### config.mk
export PLATFORM = sky130hd
export DESIGN_NAME = hdmi_mode_switcher
export DESIGN_NICKNAME = d
export VERILOG_FILES = /design/src/rtl/hdmi_mode_switcher.sv
export SDC_FILE = /design/constraint.sdc
export NUM_CORES = 1
export LEC_CHECK = 0
export CAP_MARGIN = 20
export CORE_MARGIN = 1.5
export CORE_UTILIZATION = 42
export DETAILED_ROUTE_END_ITERATION = 10
export GPL_TIMING_DRIVEN = 0
export PLACE_DENSITY = 0.86
export SYNTH_ARGS = -nofsm -noshare
export SYNTH_HDL_FRONTEND = slang
export SYNTH_SLANG_ARGS = --single-unit
export TNS_END_PERCENT = 20
### constraint.sdc
create_clock -name clk_pixel -period 4.2 [get_ports clk_pixel]
set_input_delay 0.63 -clock clk_pixel [delete_from_list [all_inputs] [get_ports clk_pixel]]
set_output_delay 0.63 -clock clk_pixel [all_outputs]
set_load 0.02 [all_outputs]
### src/rtl/hdmi_mode_switcher.sv
// hdmi_mode_switcher: selects one of NUM_MODES pre-encoded TMDS symbol sets
// (plus its cx/cy counters) for the serializer. Mode changes are debounced,
// aligned to the active mode's frame origin and followed by a run of TMDS
// control symbols so the sink never sees a torn frame.
module hdmi_mode_switcher #(
  parameter int NUM_MODES     = 2,
  parameter int NUM_CHANNELS  = 3,
  parameter int DEFAULT_MODE  = 0,
  parameter int STABLE_CYCLES = 16,
  parameter int HOLD_CYCLES   = 64,
  localparam int MW           = $clog2(NUM_MODES)
) (
  input  logic                           clk_pixel,
  input  logic                           reset,
  input  logic [MW-1:0]                  mode_req,
  input  logic [NUM_MODES*NUM_CHANNELS*10-1:0] tmds_in,
  input  logic [NUM_MODES*11-1:0]        cx_in,
  input  logic [NUM_MODES*10-1:0]        cy_in,
  output logic [NUM_CHANNELS*10-1:0]     tmds_out,
  output logic [10:0]                    cx,
  output logic [9:0]                     cy,
  output logic [MW-1:0]                  mode_active,
  output logic                           switching
);

  typedef enum logic [1:0] {S_RUN, S_ARM, S_WAIT, S_BLANK} state_t;

  // Counter widths hold STABLE_CYCLES-1 / HOLD_CYCLES-1 without wrapping.
  localparam int SW   = (STABLE_CYCLES > 1) ? $clog2(STABLE_CYCLES) : 1;
  localparam int HW   = (HOLD_CYCLES > 1)   ? $clog2(HOLD_CYCLES)   : 1;
  localparam int NSEL = 1 << MW;
  localparam int TW   = NUM_CHANNELS * 10;

  localparam logic [SW-1:0] STABLE_LAST = SW'(STABLE_CYCLES - 1);
  localparam logic [HW-1:0] HOLD_LAST   = HW'(HOLD_CYCLES - 1);
  localparam logic [MW:0]   NM          = (MW+1)'(NUM_MODES);
  localparam logic [MW-1:0] DEF         = MW'(DEFAULT_MODE);
  localparam logic [9:0]    CTRL        = 10'b1101010100;

  // Per-mode views of the flattened inputs; index values beyond NUM_MODES
  // read as zero so every select index is in range.
  logic [TW-1:0] tmds_arr [NSEL];
  logic [10:0]   cx_arr   [NSEL];
  logic [9:0]    cy_arr   [NSEL];

  for (genvar m = 0; m < NSEL; m++) begin : g_mode
    if (m < NUM_MODES) begin : g_real
      assign tmds_arr[m] = tmds_in[m*TW +: TW];
      assign cx_arr[m]   = cx_in[m*11 +: 11];
      assign cy_arr[m]   = cy_in[m*10 +: 10];
    end else begin : g_unused
      assign tmds_arr[m] = '0;
      assign cx_arr[m]   = '0;
      assign cy_arr[m]   = '0;
    end
  end

  state_t        state_q, state_d;
  logic [MW-1:0] mode_q, mode_d;
  logic [MW-1:0] pend_q, pend_d;
  logic [SW-1:0] scnt_q, scnt_d;
  logic [HW-1:0] hcnt_q, hcnt_d;
  logic [TW-1:0] tmds_q, tmds_d;
  logic [10:0]   cx_q, cx_d;
  logic [9:0]    cy_q, cy_d;
  logic          sw_q, sw_d;

  logic          req_ok;
  logic [MW-1:0] req_eff;
  logic          origin;

  // An out-of-range request behaves as if it asked for the current mode.
  assign req_ok  = {1'b0, mode_req} < NM;
  assign req_eff = req_ok ? mode_req : mode_q;
  assign origin  = (cx_arr[mode_q] == 11'd0) && (cy_arr[mode_q] == 10'd0);

  // Next-state logic: debounce, wait for frame origin, then blank.
  always_comb begin
    state_d = state_q;
    mode_d  = mode_q;
    pend_d  = pend_q;
    scnt_d  = scnt_q;
    hcnt_d  = hcnt_q;
    case (state_q)
      S_RUN: begin
        if (req_eff != mode_q) begin
          pend_d  = req_eff;
          scnt_d  = '0;
          state_d = S_ARM;
        end
      end
      S_ARM: begin
        if (req_eff == mode_q) begin
          state_d = S_RUN;
        end else if (req_eff != pend_q) begin
          pend_d = req_eff;
          scnt_d = '0;
        end else if (scnt_q == STABLE_LAST) begin
          state_d = S_WAIT;
        end else begin
          scnt_d = scnt_q + SW'(1);
        end
      end
      S_WAIT: begin
        // Frame origin wins over a simultaneous abort; pending stays latched.
        if (origin) begin
          mode_d  = pend_q;
          hcnt_d  = '0;
          state_d = S_BLANK;
        end else if (req_eff == mode_q) begin
          state_d = S_RUN;
        end
      end
      S_BLANK: begin
        if (hcnt_q == HOLD_LAST) begin
          state_d = S_RUN;
        end else begin
          hcnt_d = hcnt_q + HW'(1);
        end
      end
      default: state_d = S_RUN;
    endcase
  end

  // Output datapath follows the mode selected after this cycle's update.
  always_comb begin
    tmds_d = (state_d == S_BLANK) ? {NUM_CHANNELS{CTRL}} : tmds_arr[mode_d];
    cx_d   = cx_arr[mode_d];
    cy_d   = cy_arr[mode_d];
    sw_d   = (state_d != S_RUN);
  end

  // State and registered outputs; reset aborts any switch in progress.
  always_ff @(posedge clk_pixel or posedge reset) begin
    if (reset) begin
      state_q <= S_RUN;
      mode_q  <= DEF;
      pend_q  <= DEF;
      scnt_q  <= '0;
      hcnt_q  <= '0;
      tmds_q  <= {NUM_CHANNELS{CTRL}};
      cx_q    <= '0;
      cy_q    <= '0;
      sw_q    <= 1'b0;
    end else begin
      state_q <= state_d;
      mode_q  <= mode_d;
      pend_q  <= pend_d;
      scnt_q  <= scnt_d;
      hcnt_q  <= hcnt_d;
      tmds_q  <= tmds_d;
      cx_q    <= cx_d;
      cy_q    <= cy_d;
      sw_q    <= sw_d;
    end
  end

  assign tmds_out    = tmds_q;
  assign cx          = cx_q;
  assign cy          = cy_q;
  assign mode_active = mode_q;
  assign switching   = sw_q;

endmodule

==> impl_metrics.yaml <==
placement:
  pre_cts_ws_ns: 1.23
  port_buffers: 157
  dpl.cell_count: 456
  dp_hpwl_um: 6370
  dpl-instance-area_sq_um: 4530
  routabilityCongestion: 0.838
timing:
  hold_viol_final: 0
  drv_slew: 0
  tightest_slew_ns: 0.704
  min_period_ns: 2.65
  rsz0062_at_grt: "false"
  finClkSkew_ns: 0.00845
  min_period_over_period: 0.631
  slew_headroom: 0.528
  finalSetupViolCount: 0
  setup_slack_ns: 1.55
  setup_tns_ns: 0
  fmax_mhz: 377
pwr:
  ir_drop_v: 0.000236
  p_leak_nw: 2.00
  power_density_nw_per_um2: 321
  p_total_mw: 1.52
critical_path:
  r2r_cells: 8
  cpLargestDelayFamily: "buffers and inverters"
  r2r_start: "hcnt_q[0]$_DFFE_PP0P_"
  cp_max_fo: 10
  cp-start-kind: "input port"
  critPathBufInv: 2
  r2r_slack_ns: 1.87
  worstPathArrival_ns: 2.88
  cp_data_required_time_ns: 4.43
  cp-end-kind: "flop"
  slowest_delay_ns: 0.43
  crit_slowest_cell: "clkdlybuf4s50_1"
  crit_chain: "clkdlybuf4s50_1 > nor4_1 > nand3_1 > a211o_1 > a22oi_2 > buf_6 > mux2_4"
  r2r-end: "tmds_out[21]$_DFF_PP0_"
  critPathKind: "input port to flop"
clock_tree:
  insertion_delay_ns: 0.35
  cts_buffers: 9
  clock-sinks: 66
  htree_levels: 3
  clk_root_buffer_cell: "clkbuf_8"
  hold_buffers: 0
  cts_buffer_depth: 2
  clkTransAtPathRegs_ns: 0.07
  cts_tree: "yes"
  cts-resized-gates: 0
  post_cts_buffers: 0
yosys:
  synth_warnings: 0
  synth_cell_types: 41
  synth_flop_cell: "dfrtp_1"
  async_flop_share: 1.00
  syn_nets: 328
  yosysSeqAreaShare: 0.588
  netlist_area_sq_um: 2840
  synth_area_per_cell_sq_um: 12.8
  syn_inst: 221
  ys_ff_latch: 66
  synth_enable_flop_cells: 0
hold_path:
  min_path_cells: 2
  hold_class: "flop to flop"
  hold_end: "scnt_q[1]$_DFFE_PP0P_"
  holdCritStartpoint: "scnt_q[1]$_DFFE_PP0P_"
floorplanning:
  start_util: 0.442
  num_rows: 29
  die_w_um: 85.2
  die-area_sq_um: 7260
  die_h_um: 85.2
  ioPinCount: 158
  core_area_sq_um: 6420
detailed_routing:
  dr_total_vias: 2527
  drt-initial-drc-count: 119
  firstDrtPassIters: 9
  postRouteAntennaNets: 0
  route.detailed.wl_per_inst_um: 17.6
  viasPerCell: 5.35
  wirelength_um: 8300
  drc: 15
grt:
  globalRouteOverflowTotal: 0
  grt_pass1_wl_um: 13300
  grt_max_degree: 40
  grt_usage: 0.236
  antenna_found_initial: 0
  grt_pass1_vias: 2660
run_status:
  violations: "design-rule violations"
  status: "finished with violations"
layout:
  n_antenna_cell: 0
  syn_to_final_growth_pct: 67.1
  num-fill-cells: 406
  fin_cells: 472
  mostFrequentLayoutCell: "clkdlybuf4s50_1"
  nets: 497
  final_cell_mix: "clkdlybuf4s50_1 (157), dfrtp_1 (51), a22o_1 (25), o22a_1 (15), dfstp_2 (15)"
  final_area_sq_um: 4740
  drive_gt1_frac: 0.147
  multi_input_area_sq_um: 1080
  register_area_sq_um: 1670
run:
  cap_violations: 0
[Yosys cell counts (all sizes together) (2+ instances only)]
| master | n | share of area |
|---|---|---|
| ha | 2 | 0.0088 |
| a21o | 3 | 0.0079 |
| buf | 11 | 0.024 |
| a41oi | 2 | 0.0062 |
| a22o | 25 | 0.077 |
| nor4b | 2 | 0.0062 |
| nand2 | 11 | 0.015 |
| xor2 | 3 | 0.0093 |
| nor2 | 9 | 0.012 |
| dfrtp | 51 | 0.45 |
| o22a | 15 | 0.046 |
| nand3 | 6 | 0.011 |
| a22oi | 2 | 0.0071 |
| a21oi | 4 | 0.0071 |
| inv | 5 | 0.0066 |
| nor2b | 2 | 0.0044 |
| o21ai | 8 | 0.014 |
| mux2 | 13 | 0.065 |
| xnor2 | 3 | 0.0093 |
| dfstp | 15 | 0.14 |
| nor3 | 4 | 0.0071 |
| nor4 | 8 | 0.018 |
| and3 | 5 | 0.011 |
[kinds of logic (layout without fill, tap and decap cells)]
logic type | after synthesis | in the layout | synth area share
AO/OA/AOI/OAI | 66 | 66 | 0.193
XOR/XNOR | 6 | 6 | 0.0185
adder cells (fa/ha/maj) | 2 | 2 | 0.00881
buffers and inverters | 16 | 190 | 0.0308
flip-flops | 66 | 66 | 0.588
multiplexers | 13 | 13 | 0.0648
AND/OR/NAND/NOR | 52 | 52 | 0.0952
[layout make-up]
class                      instances  share of cell area
sequential                        66               0.352
buffer                            11              0.0145
inverter                           5             0.00396
clock inverter                     6              0.0190
timing repair buffer             158               0.335
clock buffer                      10              0.0269
multi-input combinational        139               0.228
tap                               77              0.0203
[power breakdown]
part / internal [mW] / switching (mW)
logic: 0.157 / 0.0975
clock network: 0.336 / 0.250
registers: 0.670 / 0.0118
total: 1.16 / 0.359
[sequential cells by signal, indices dropped and copies added (netlist names)]
name,count
switching,1
hcnt_q,6
scnt_q,4
mode_active,1
tmds_out,30
state_q,2
cx,11
pend_q,1
cy,10
[routing by layer]
layer,part of all wire,global-route usage,up-vias
li1,-,-,1172
met1,0.37,0.267,1220
met2,0.53,0.431,116
met3,0.077,0.0613,19
met4,0.021,0.0760,0
met5,0,0,-
[through the flow]
| stage | util | hold slack, ns |
|---|---|---|
| global route | 0.739 | 0.547 |
| floorplan | - | 0.468 |
| CTS | 0.739 | 0.512 |
| finish | 0.739 | 0.509 |
| detailed placement | 0.705 | 0.498 |
| global placement | 0.702 | 0.490 |
[worst reg2reg max path, cell delays in order (launching register included)]
cell	delay, ns
dfrtp_1	0.40
ha_1	0.23
and3_1	0.21
a31oi_1	0.56
nor2_1	0.10
and2_1	0.19
buf_2	0.16
buf_6	0.15
a22o_1	0.23
[how the worst max path moves through the flow]
stage | slack, ns | start | depth (start not counted) | to
floorplan | 1.94 | reset | 1 | cx[0]$_DFF_PP0_
global placement | 0.90 | reset | 2 | cy[8]$_DFF_PP0_
detailed placement | 1.23 | cy_in[0] | 7 | cy[6]$_DFF_PP0_
CTS | 1.59 | cy_in[0] | 7 | cy[0]$_DFF_PP0_
global route | 1.46 | cy_in[0] | 7 | cy[6]$_DFF_PP0_
finish | 1.55 | cy_in[12] | 7 | cy[6]$_DFF_PP0_
(Power assumes the default switching activity.)
